## config.mk

```make
export PLATFORM = sky130hd
export DESIGN_NAME = div_seq
export DESIGN_NICKNAME = d
export VERILOG_FILES = /design/src/rtl/alu_pkg.sv /design/src/rtl/abs_neg.sv /design/src/rtl/div_seq.sv
export SDC_FILE = /design/constraint.sdc
export NUM_CORES = 1
export LEC_CHECK = 0
export CAP_MARGIN = 20
export CORE_UTILIZATION = 45
export DETAILED_ROUTE_END_ITERATION = 7
export PLACE_DENSITY = 0.78
export SYNTH_ARGS = -nofsm -noshare
export SYNTH_HDL_FRONTEND = slang
export SYNTH_SLANG_ARGS = --single-unit
```

## constraint.sdc

```tcl
create_clock -name clk -period 6 [get_ports clk]
set_input_delay 0.9 -clock clk [delete_from_list [all_inputs] [get_ports clk]]
set_output_delay 0.9 -clock clk [all_outputs]
set_load 0.03 [all_outputs]
```

## src/rtl/alu_pkg.sv

```systemverilog
// Shared ALU definitions: datapath width and the sequencer state encoding.
// Used by both the divider and the multiplier control so they agree on states.
// No logic here, only types and constants.
package alu_pkg;

  localparam int DATA_W = 32;
  localparam int CNT_W  = 6;

  typedef enum logic [1:0] {
    IDLE = 2'd0,
    RUN  = 2'd1,
    FIX  = 2'd2
  } div_state_t;

endpackage

```

## src/rtl/abs_neg.sv

```systemverilog
// Conditional two's-complement: y = neg ? -a : a, modulo 2^W.
// Latency: combinational, zero cycles.
// Backpressure: none, pure function of its inputs.
module abs_neg #(
  parameter int W = 32
) (
  input  logic [W-1:0] a,
  input  logic         neg,
  output logic [W-1:0] y
);

  // Negation wraps, so the most negative value maps onto itself as an unsigned magnitude.
  assign y = neg ? (~a + W'(1)) : a;

endmodule

```

## src/rtl/div_seq.sv

```systemverilog
// Sequential signed divider: quotient on lo, remainder on hi, restoring shift-subtract.
// Latency: start on edge N gives done in cycle N+WIDTH+2; divide-by-zero gives done in cycle N+1.
// Backpressure: busy holds the pipeline; start is ignored while busy.
module div_seq
  import alu_pkg::*;
#(
  parameter int WIDTH = DATA_W
) (
  input  logic             clk,
  input  logic             reset,
  input  logic             start,
  input  logic [WIDTH-1:0] dividend,
  input  logic [WIDTH-1:0] divisor,
  output logic             busy,
  output logic             done,
  output logic             div_zero,
  output logic [WIDTH-1:0] hi,
  output logic [WIDTH-1:0] lo
);

  localparam logic [CNT_W-1:0] LAST = CNT_W'(WIDTH - 1);

  div_state_t       state;
  div_state_t       state_nxt;

  logic [WIDTH-1:0] r_q;
  logic [WIDTH-1:0] q_q;
  logic [WIDTH-1:0] d_q;
  logic             neg_q;
  logic             neg_r;
  logic [CNT_W-1:0] count;

  logic [WIDTH-1:0] dvd_mag;
  logic [WIDTH-1:0] dvs_mag;
  logic [WIDTH-1:0] q_fix;
  logic [WIDTH-1:0] r_fix;

  logic [WIDTH:0]   rem_sh;
  logic [WIDTH:0]   diff;

  logic             load;
  logic             zero_req;
  logic             run_step;
  logic             fix_step;

  abs_neg #(.W(WIDTH)) u_abs_dvd (.a(dividend), .neg(dividend[WIDTH-1]), .y(dvd_mag));
  abs_neg #(.W(WIDTH)) u_abs_dvs (.a(divisor),  .neg(divisor[WIDTH-1]),  .y(dvs_mag));
  abs_neg #(.W(WIDTH)) u_fix_q   (.a(q_q),      .neg(neg_q),             .y(q_fix));
  abs_neg #(.W(WIDTH)) u_fix_r   (.a(r_q),      .neg(neg_r),             .y(r_fix));

  // State register; reset discards any division in flight.
  always_ff @(posedge clk) begin
    if (reset) state <= IDLE;
    else       state <= state_nxt;
  end

  // Next-state: a zero divisor is answered straight from IDLE without entering RUN.
  always_comb begin
    state_nxt = state;
    case (state)
      IDLE:    if (start && (divisor != '0)) state_nxt = RUN;
      RUN:     if (count == LAST)            state_nxt = FIX;
      FIX:     state_nxt = IDLE;
      default: state_nxt = IDLE;
    endcase
  end

  // Decoded controls; busy covers RUN and FIX so done lands in the first IDLE cycle.
  always_comb begin
    busy     = (state != IDLE);
    load     = (state == IDLE) && start && (divisor != '0);
    zero_req = (state == IDLE) && start && (divisor == '0);
    run_step = (state == RUN);
    fix_step = (state == FIX);
  end

  // Trial subtraction on the shifted partial remainder, one bit wider so the borrow is the sign.
  always_comb begin
    rem_sh = {r_q, q_q[WIDTH-1]};
    diff   = rem_sh - {1'b0, d_q};
  end

  // Datapath and result registers; hi/lo move only in FIX or on reset.
  always_ff @(posedge clk) begin
    if (reset) begin
      r_q      <= '0;
      q_q      <= '0;
      d_q      <= '0;
      neg_q    <= 1'b0;
      neg_r    <= 1'b0;
      count    <= '0;
      done     <= 1'b0;
      div_zero <= 1'b0;
      hi       <= '0;
      lo       <= '0;
    end else begin
      done <= 1'b0;
      if (load) begin
        q_q      <= dvd_mag;
        d_q      <= dvs_mag;
        r_q      <= '0;
        count    <= '0;
        neg_q    <= dividend[WIDTH-1] ^ divisor[WIDTH-1];
        neg_r    <= dividend[WIDTH-1];
        div_zero <= 1'b0;
      end
      if (zero_req) begin
        div_zero <= 1'b1;
        done     <= 1'b1;
      end
      if (run_step) begin
        r_q   <= diff[WIDTH] ? rem_sh[WIDTH-1:0] : diff[WIDTH-1:0];
        q_q   <= {q_q[WIDTH-2:0], ~diff[WIDTH]};
        count <= count + CNT_W'(1);
      end
      if (fix_step) begin
        lo   <= q_fix;
        hi   <= r_fix;
        done <= 1'b1;
      end
    end
  end

endmodule

```

**Word-level counts from Yosys, hierarchy flattened**

Index checks and enable logic that the tools add are counted.
Widths: inputs -> output; s select.

- Register bits after elaboration: 172
- Output and inout port bits: 67
- Logic and storage cells: 57
- Input bits: 67

- Reduce and logical (&&, ||, !) cells: 11
- Equality and inequality tests: 5
- Multiplexer cells: 18
- Bitwise operators: 6
- $add $sub $neg: 6

Operators with widths:

| kind | number |
|---|---|
| $mux 32 | 9 |
| $add 32x1->32 const B | 4 |
| $not 32->32 | 4 |
| $sub 33x32->33 | 1 |
| $logic_not 32->1 | 1 |
| $reduce_bool 32->1 | 1 |
| $mux 6 | 2 |
| $add 6x1->6 const B | 1 |
| $eq 6x5->1 const B | 1 |
| $reduce_bool 2->1 | 3 |
| $logic_and 1x1->1 | 4 |
| $mux 1 | 4 |
| $mux 2 | 2 |
| $pmux 2 s2 | 1 |
| $eq 2x1->1 const B | 1 |
| $eq 2x2->1 const B | 1 |
| $logic_not 2->1 | 1 |
| $ne 2x1->1 const B | 1 |
| $ne 2x2->1 const B | 1 |
| $reduce_and 2->1 | 1 |
| $not 1->1 | 1 |
| $xor 1x1->1 | 1 |

**Longest topological paths before layout**

Gate-level depths: netlist of the first run.

- Depth in word-level cells: 5
- Gate-level depth with buffers: 14
- Mapped depth without buffers: 12

**Modules after synthesis**

From an unflattened synthesis of the first run, not the netlist that was laid out.

- Cells, all modules: 1505
- Area, all modules: 11564.8 um^2

By module, submodules not included:

| module | area an instance (um^2) | times used | sequential area each (um^2) | cells each |
|---|---|---|---|---|
| div_seq | 8456.9 | 1 | 3443.3 | 1109 |
| abs_neg | 777.0 | 4 | 0.0 | 99 |

**Least setup slack after synthesis of the first run**

No wires, ideal clock.

- Kind: register -> register
- From: reg q_q[31]
- To: reg r_q[15]
- Path buffers: 2
- Clock period less this slack: 3.185 ns
- Path slack: 2.815 ns
- Data arrival time: 3.066 ns
- Required time: 5.880 ns
- Setup time: 0.120 ns
- Cell stages (with the launch flop): 15
- Path through: dfxtp_1 -> inv_1 -> ha_1 -> fa_1 -> nand2b_1 -> a21oi_1 -> o21ai_2 -> o31ai_4 -> a311oi_4 -> o41a_1 -> buf_6 -> xor2_4 -> buf_6 -> nor3_1 -> a211o_1

- Longest elaborated chain between the ends: 3

RTL lines:

| item | RTL line | RTL |
|---|---|---|
| from (decl) | div_seq.sv:27 | `logic [WIDTH-1:0] q_q;` |
| from (signal assigned) | div_seq.sv:99 | `q_q <= dvd_mag;` |
| from (signal assigned) | div_seq.sv:113 | `q_q <= {q_q[WIDTH-2:0], ~diff[WIDTH]};` |
| $sub 33x32->33 | div_seq.sv:80 | `diff = rem_sh - {1'b0, d_q};` |
| $mux 32 | div_seq.sv:112 | `r_q <= diff[WIDTH] ? rem_sh[WIDTH-1:0] : diff[WIDTH-1:0];` |
| $mux 32 | div_seq.sv:111 | `if (run_step) begin` |
| to (signal assigned) | div_seq.sv:112 |  |
| to (decl) | div_seq.sv:26 | `logic [WIDTH-1:0] r_q;` |

No other way between the ends.
A chain may end at the register's enable or synchronous reset.

**Final worst setup path of the first run**

Ends and elaborated chain as after synthesis.

==> run summary, run 1 <==
Number of nets in the layout: 1542
Sequential area share after synthesis: 32.0%
Mapped Area: 10800 sq um
Overall Global Routing Usage: 22.6%
Routed WL: 27900 um
Highest clock rate: 234 MHz
Max-slew headroom: 31.4%
Routed met3 length: 1620 um
Cell family with most CP delay: compound AO/OA/AOI/OAI gates
Clock-pin slew on the worst setup and hold paths: 0.07 ns
Starting DRC count in detailed routing: 918
Metal-1 WL: 13800 um
Status: finished clean
CTS resizes: 0
Clock sinks: 172
Commonest non-fill, non-tap cells in the layout: dfxtp_1, nor2_1, nand2_1, clkdlybuf4s50_1, xor2_1
Largest net degree at the start of global routing: 120
Number of hold buffers added after CTS: 0
Cell Chain, Critical Path: inv_1, ha_1, fa_1, nand2b_1, a21oi_1, o21ai_2, o31ai_4, a311oi_4, o41a_1, xor2_4, nor3_1, a211o_1
Post-synth ARST share: 0%
Residual DRC: 0
Final antenna-violating net count: 0
Gr ovfl total: 0
Avg WL per Cell: 15.8 um
TritonCTS clock tree: yes
Clk_lat worst skew: 0.44 ns
Worst Max-Slew Pin Slew: 1.03 ns
CP Class: reg2reg
Final hold viol count: 0
CTS root buf: clkbuf_16
Crit path buf inv count: 1
Via density: 5.70
1st-pass router iterations: 5
Row cnt: 56
Syn avg cell area: 7.87 sq um
Worst Clk Skew: 0.0131 ns
Max Cap Violations: 0
Setup TNS: 0 ns
HP Class: reg2reg
Area of the multi-input gates: 6770 sq um
Initial Utilization: 45.9%
Post-synthesis register bit count: 172
EDFF count, synth: 0
CP endpoint kind: register
Max Fanout on Critical Path: 32
Core ar.: 23500 sq um
Crit path DAT: 4.60 ns
Leakage: 4.71 nW
Synthesis-to-layout area growth: 18.8%
Reg area: 3440 sq um
Startpoint type of the worst setup path: register
DR top layer: met4
Mapped Nets: 1473
Met2 Routed Length: 12100 um
Most used DFF post-synth: dfxtp_1
ANT cells: 0
RSZ-0062 raised after global routing: no
CTS Buffer Depth: 2
WP data required: 6.32 ns
Slew Viols, Final: 0
Cell variety after synth: 75
Die Area: 24500 sq um
Share of cells above drive strength 1: 4.62%
Slowest Stage Delay on Critical Path: 0.82 ns
DIE HEIGHT: 157 um
IO Port Bufs: 133
Vias: 10092
DP HPWL: 20500 um
Period utilization: 71.3%
Synthesis warning total: 0
CP max-delay cell: xor2_4
First-pass GRT wire length: 44600 um
Inserted Clock Buffers: 17
VDD IR max: 356 uV
Final setup viols: 0
Mapped Cells: 1368
Power Dens Cells: 472 nW/um^2
Post-layout util: 54.5%
# Post-CTS Setup Buffers: 0
Initial antenna violation count: 0
Die Width: 157 um
Fin crit period: 4.28 ns
H-tree depth: 4
# IOs: 134
Most common cell after layout, fill and taps aside: dfxtp_1
FILL cells: 2209
Placer Congestion: 0.924
Vias in the first global route: 8832
-- worst reg2reg max path: stages, from the launching register on --
cell and delay [ns]:
dfxtp_1 0.34, inv_1 0.08, ha_1 0.23, fa_1 0.40
nand2b_1 0.20, a21oi_1 0.22, o21ai_2 0.15, o31ai_4 0.39
a311oi_4 0.18, o41a_1 0.75, xor2_4 0.83, nor3_1 0.13
a211o_1 0.29
-- power by group --
group          internal (mW)  total (mW)  switching [mW]
sequential              1.27        1.53           0.255
clock                  0.540        1.03           0.491
combinational           1.33        3.47            2.14
total                   3.15        6.03            2.89
-- Yosys cell counts (3+ instances only) --
| master | n | share of area, % |
|---|---|---|
| a31oi_1 | 12 | 0.70 |
| nor4b_1 | 5 | 0.41 |
| or2_2 | 4 | 0.23 |
| clkbuf_1 | 72 | 2.5 |
| nor4_1 | 11 | 0.64 |
| or4_1 | 13 | 0.91 |
| nor2b_1 | 10 | 0.58 |
| mux2i_1 | 4 | 0.37 |
| o21a_1 | 3 | 0.21 |
| nand2_1 | 139 | 4.8 |
| inv_1 | 51 | 1.8 |
| ha_1 | 37 | 4.3 |
| nor3_1 | 19 | 0.88 |
| o41ai_1 | 15 | 1.2 |
| a22oi_1 | 23 | 1.6 |
| a21oi_1 | 68 | 3.2 |
| a32oi_1 | 10 | 0.81 |
| nor2_1 | 160 | 5.6 |
| nor3b_1 | 4 | 0.28 |
| a21o_1 | 11 | 0.77 |
| o21ai_1 | 6 | 0.28 |
| nand3_1 | 72 | 3.3 |
| o21ai_0 | 34 | 1.6 |
| xor2_1 | 93 | 7.6 |
| and3_1 | 7 | 0.41 |
| a221oi_1 | 9 | 0.73 |
| o21bai_1 | 3 | 0.21 |
| dfxtp_1 | 172 | 32 |
| o41a_1 | 3 | 0.31 |
| a211o_1 | 3 | 0.24 |
| o31ai_1 | 48 | 3.3 |
| a311oi_1 | 3 | 0.24 |
| buf_2 | 7 | 0.33 |
| and2_1 | 3 | 0.17 |
| xnor2_1 | 51 | 4.1 |
| nand2b_1 | 7 | 0.41 |
| or3_1 | 23 | 1.3 |
| nand4_1 | 9 | 0.52 |
| a211oi_1 | 89 | 6.2 |
| buf_1 | 12 | 0.42 |
-- sequential cells by signal, indices dropped and copies added (netlist names), 2 cells and up --
signal / flops
r_q: 32
lo: 32
count: 6
d_q: 32
state: 2
q_q: 32
hi: 32
-- area by class of cell --
type	instances	share of cell area, %
multi-input combinational	1050	53.0
sequential	172	26.9
timing repair buffer	144	11.2
clock buffer	19	3.39
tap	319	3.12
inverter	52	1.53
clock inverter	13	0.871
-- routing by layer --
layer  vias to the layer above  track usage, %
li1                       5112               -
met1                      4618            33.2
met2                       334            33.9
met3                        28            2.88
met4                         0            6.77
met5                         -               0
-- per-stage QoR --
step                worst slack (ns)  hold slack, ns  power [mW]  instance area, sq um  instances
finish                          1.72           0.453        6.03                 12800       1769
global route                    1.42           0.472        6.50                 12800       1769
CTS                             1.74           0.456        6.00                 12700       1767
detailed placement              1.79           0.447        4.96                 12200       1735
global placement                1.85           0.440        4.89                 12200       1735
floorplan                       2.81           0.432        4.31                 10800       1368
-- cells by family after synthesis --
group / synth area share [%]
compound gates: 24.5
simple gates: 21.1
mux: 0.372
buf+inv: 5.32
xor+xnor: 12.2
fa+ha+maj: 4.49
flops: 32.0
-- worst paths after layout --
path	start	to	slack (ns)	cells past startpoint
hold / removal	d_q[22]	d_q[22]	0.45	2
setup reg to reg	q_q[31]	r_q[15]	1.72	12
hold reg to reg	d_q[22]	d_q[22]	0.45	2
setup / recovery	q_q[31]	r_q[15]	1.72	12
Note: power is estimated with default switching activity, not from simulation.
==> run 2: changes to the inputs <==
- clock period: 6 -> 4.5 ns (I/O delays scaled with it)
==> run 2 against run 1 <==
Effect of this change:
- hold slack better by 0.0022 ns
- routed wire length grew 1.9%
- first-iteration DRC count grew 5.4%
- final cell count grew 0.23%
- critical endpoint is now r_q[30]
- largest cell class unchanged
- highest routed layer unchanged
==> run summary, run 2 (same netlist as run 1, synthesis figures left out) <==
Starting DRC count in detailed routing: 968
Worst Clk Skew: 0.0225 ns
Via density: 5.73
Final setup viols: 0
1st-pass router iterations: 5
Clock-pin slew on the worst setup and hold paths: 0.08 ns
Vias in the first global route: 8944
Pre-CTS setup slack: 0.631 ns
Inserted Clock Buffers: 17
Row cnt: 56
Initial antenna violation count: 0
CP endpoint: r_q[30]
Placer Congestion: 0.922
Routed WL: 28400 um
Vias: 10153
Worst r2r src: q_q[31]
ANT cells: 0
Final hold viol count: 0
CP endpoint kind: register
Slowest Stage Delay on Critical Path: 0.72 ns
Die Width: 157 um
Post-layout util: 54.7%
Leakage: 4.74 nW
VDD IR max: 462 uV
Clock sinks: 172
CP startpoint: q_q[31]
Core ar.: 23500 sq um
Max Cap Violations: 0
Max-slew headroom: 33.9%
Initial Utilization: 45.9%
Largest net degree at the start of global routing: 76
FF-to-FF setup slack: 0.58 ns
Period utilization: 87.1%
Power Dens Cells: 646 nW/um^2
Setup TNS: 0 ns
Number of nets in the layout: 1546
Gr ovfl total: 0
Cell Chain, Critical Path: inv_1, ha_1, fa_1, nand2b_1, a21oi_1, o21ai_2, o31ai_4, a311oi_4, o41a_1, xor2_4, buf_4, a41o_1, o21ai_1
CP max-delay cell: o41a_1
Fin crit period: 3.92 ns
Placed Area: 12200 sq um
Design area: 12800 sq um
Most common cell after layout, fill and taps aside: dfxtp_1
Synthesis-to-layout area growth: 19.4%
Number of hold buffers added after CTS: 0
HP Class: reg2reg
DP HPWL: 20800 um
Final antenna-violating net count: 0
WHS: 0.455 ns
H-tree depth: 4
Startpoint type of the worst setup path: register
Worst Max-Slew Pin Slew: 0.990 ns
Max Fanout on Critical Path: 18
Slew Viols, Final: 0
Clk_lat worst skew: 0.45 ns
WP data required: 4.81 ns
Commonest non-fill, non-tap cells in the layout: dfxtp_1, nor2_1, nand2_1, clkdlybuf4s50_1, xor2_1
Die Area: 24500 sq um
CTS resizes: 0
Crit path DAT: 4.23 ns
CTS root buf: clkbuf_16
Share of cells above drive strength 1: 5.02%
# Post-CTS Setup Buffers: 0
First-pass GRT wire length: 46100 um
IO Port Bufs: 133
Residual DRC: 0
RSZ-0062 raised after global routing: no
CTS Buffer Depth: 2
Overall Global Routing Usage: 23.3%
Worst flop-to-flop path endpoint: r_q[30]
Setup ws final: 0.581 ns
Highest clock rate: 255 MHz
CP Class: reg2reg
TritonCTS clock tree: yes
R2r worst-path depth: 13
DIE HEIGHT: 157 um
# IOs: 134
Status: finished clean
Avg WL per Cell: 16.0 um
==> run 2: worst min path at each step <==
stage / depth (start not counted) / from / end
floorplan: 2 / d_q[20] / d_q[20]
global placement: 2 / d_q[22] / d_q[22]
detailed placement: 2 / d_q[20] / d_q[20]
CTS: 2 / d_q[20] / d_q[20]
global route: 2 / lo[26] / lo[26]
finish: 2 / d_q[20] / d_q[20]
==> run 2: through the flow <==
stage | std cells | power [mW]
2_1_floorplan | 1368 | 5.75
3_3_place_gp | 1739 | 6.70
3_5_place_dp | 1739 | 6.78
4_1_cts | 1771 | 8.22
5_1_grt | 1773 | 8.90
6_report | 1773 | 8.30
==> run 2: report_power, final <==
group,internal (mW),switching [mW],leakage [nW]
Sequential,1.70,0.371,1.40
Clock,0.764,0.669,0.269
Combinational,1.88,2.92,3.07
==> run 2: critical path: cells and delay by family, from the launching register on <==
| family | cells | cell delay [ns] |
|---|---|---|
| AO/OA/AOI/OAI | 7 | 1.77 |
| flip-flops | 1 | 0.35 |
| AND/OR/NAND/NOR | 1 | 0.19 |
| adder cells (fa/ha/maj) | 2 | 0.61 |
| buffers and inverters | 2 | 0.35 |
| XOR/XNOR | 1 | 0.52 |
==> run 2: metal layers <==
layer,track usage (%),up-vias,part of all wire (%)
li1,-,5099,-
met1,35.4,4671,50
met2,34.1,350,42
met3,3.18,33,6.3
met4,5.84,0,1.3
met5,0,-,0
==> run 2: final cells by class <==
type,count,area [sq um]
fill,2172,10600
multi-input combinational,1050,6770
sequential,172,3440
timing repair buffer,148,1470
clock buffer,20,467
tap,319,399
inverter,52,195
clock inverter,12,101
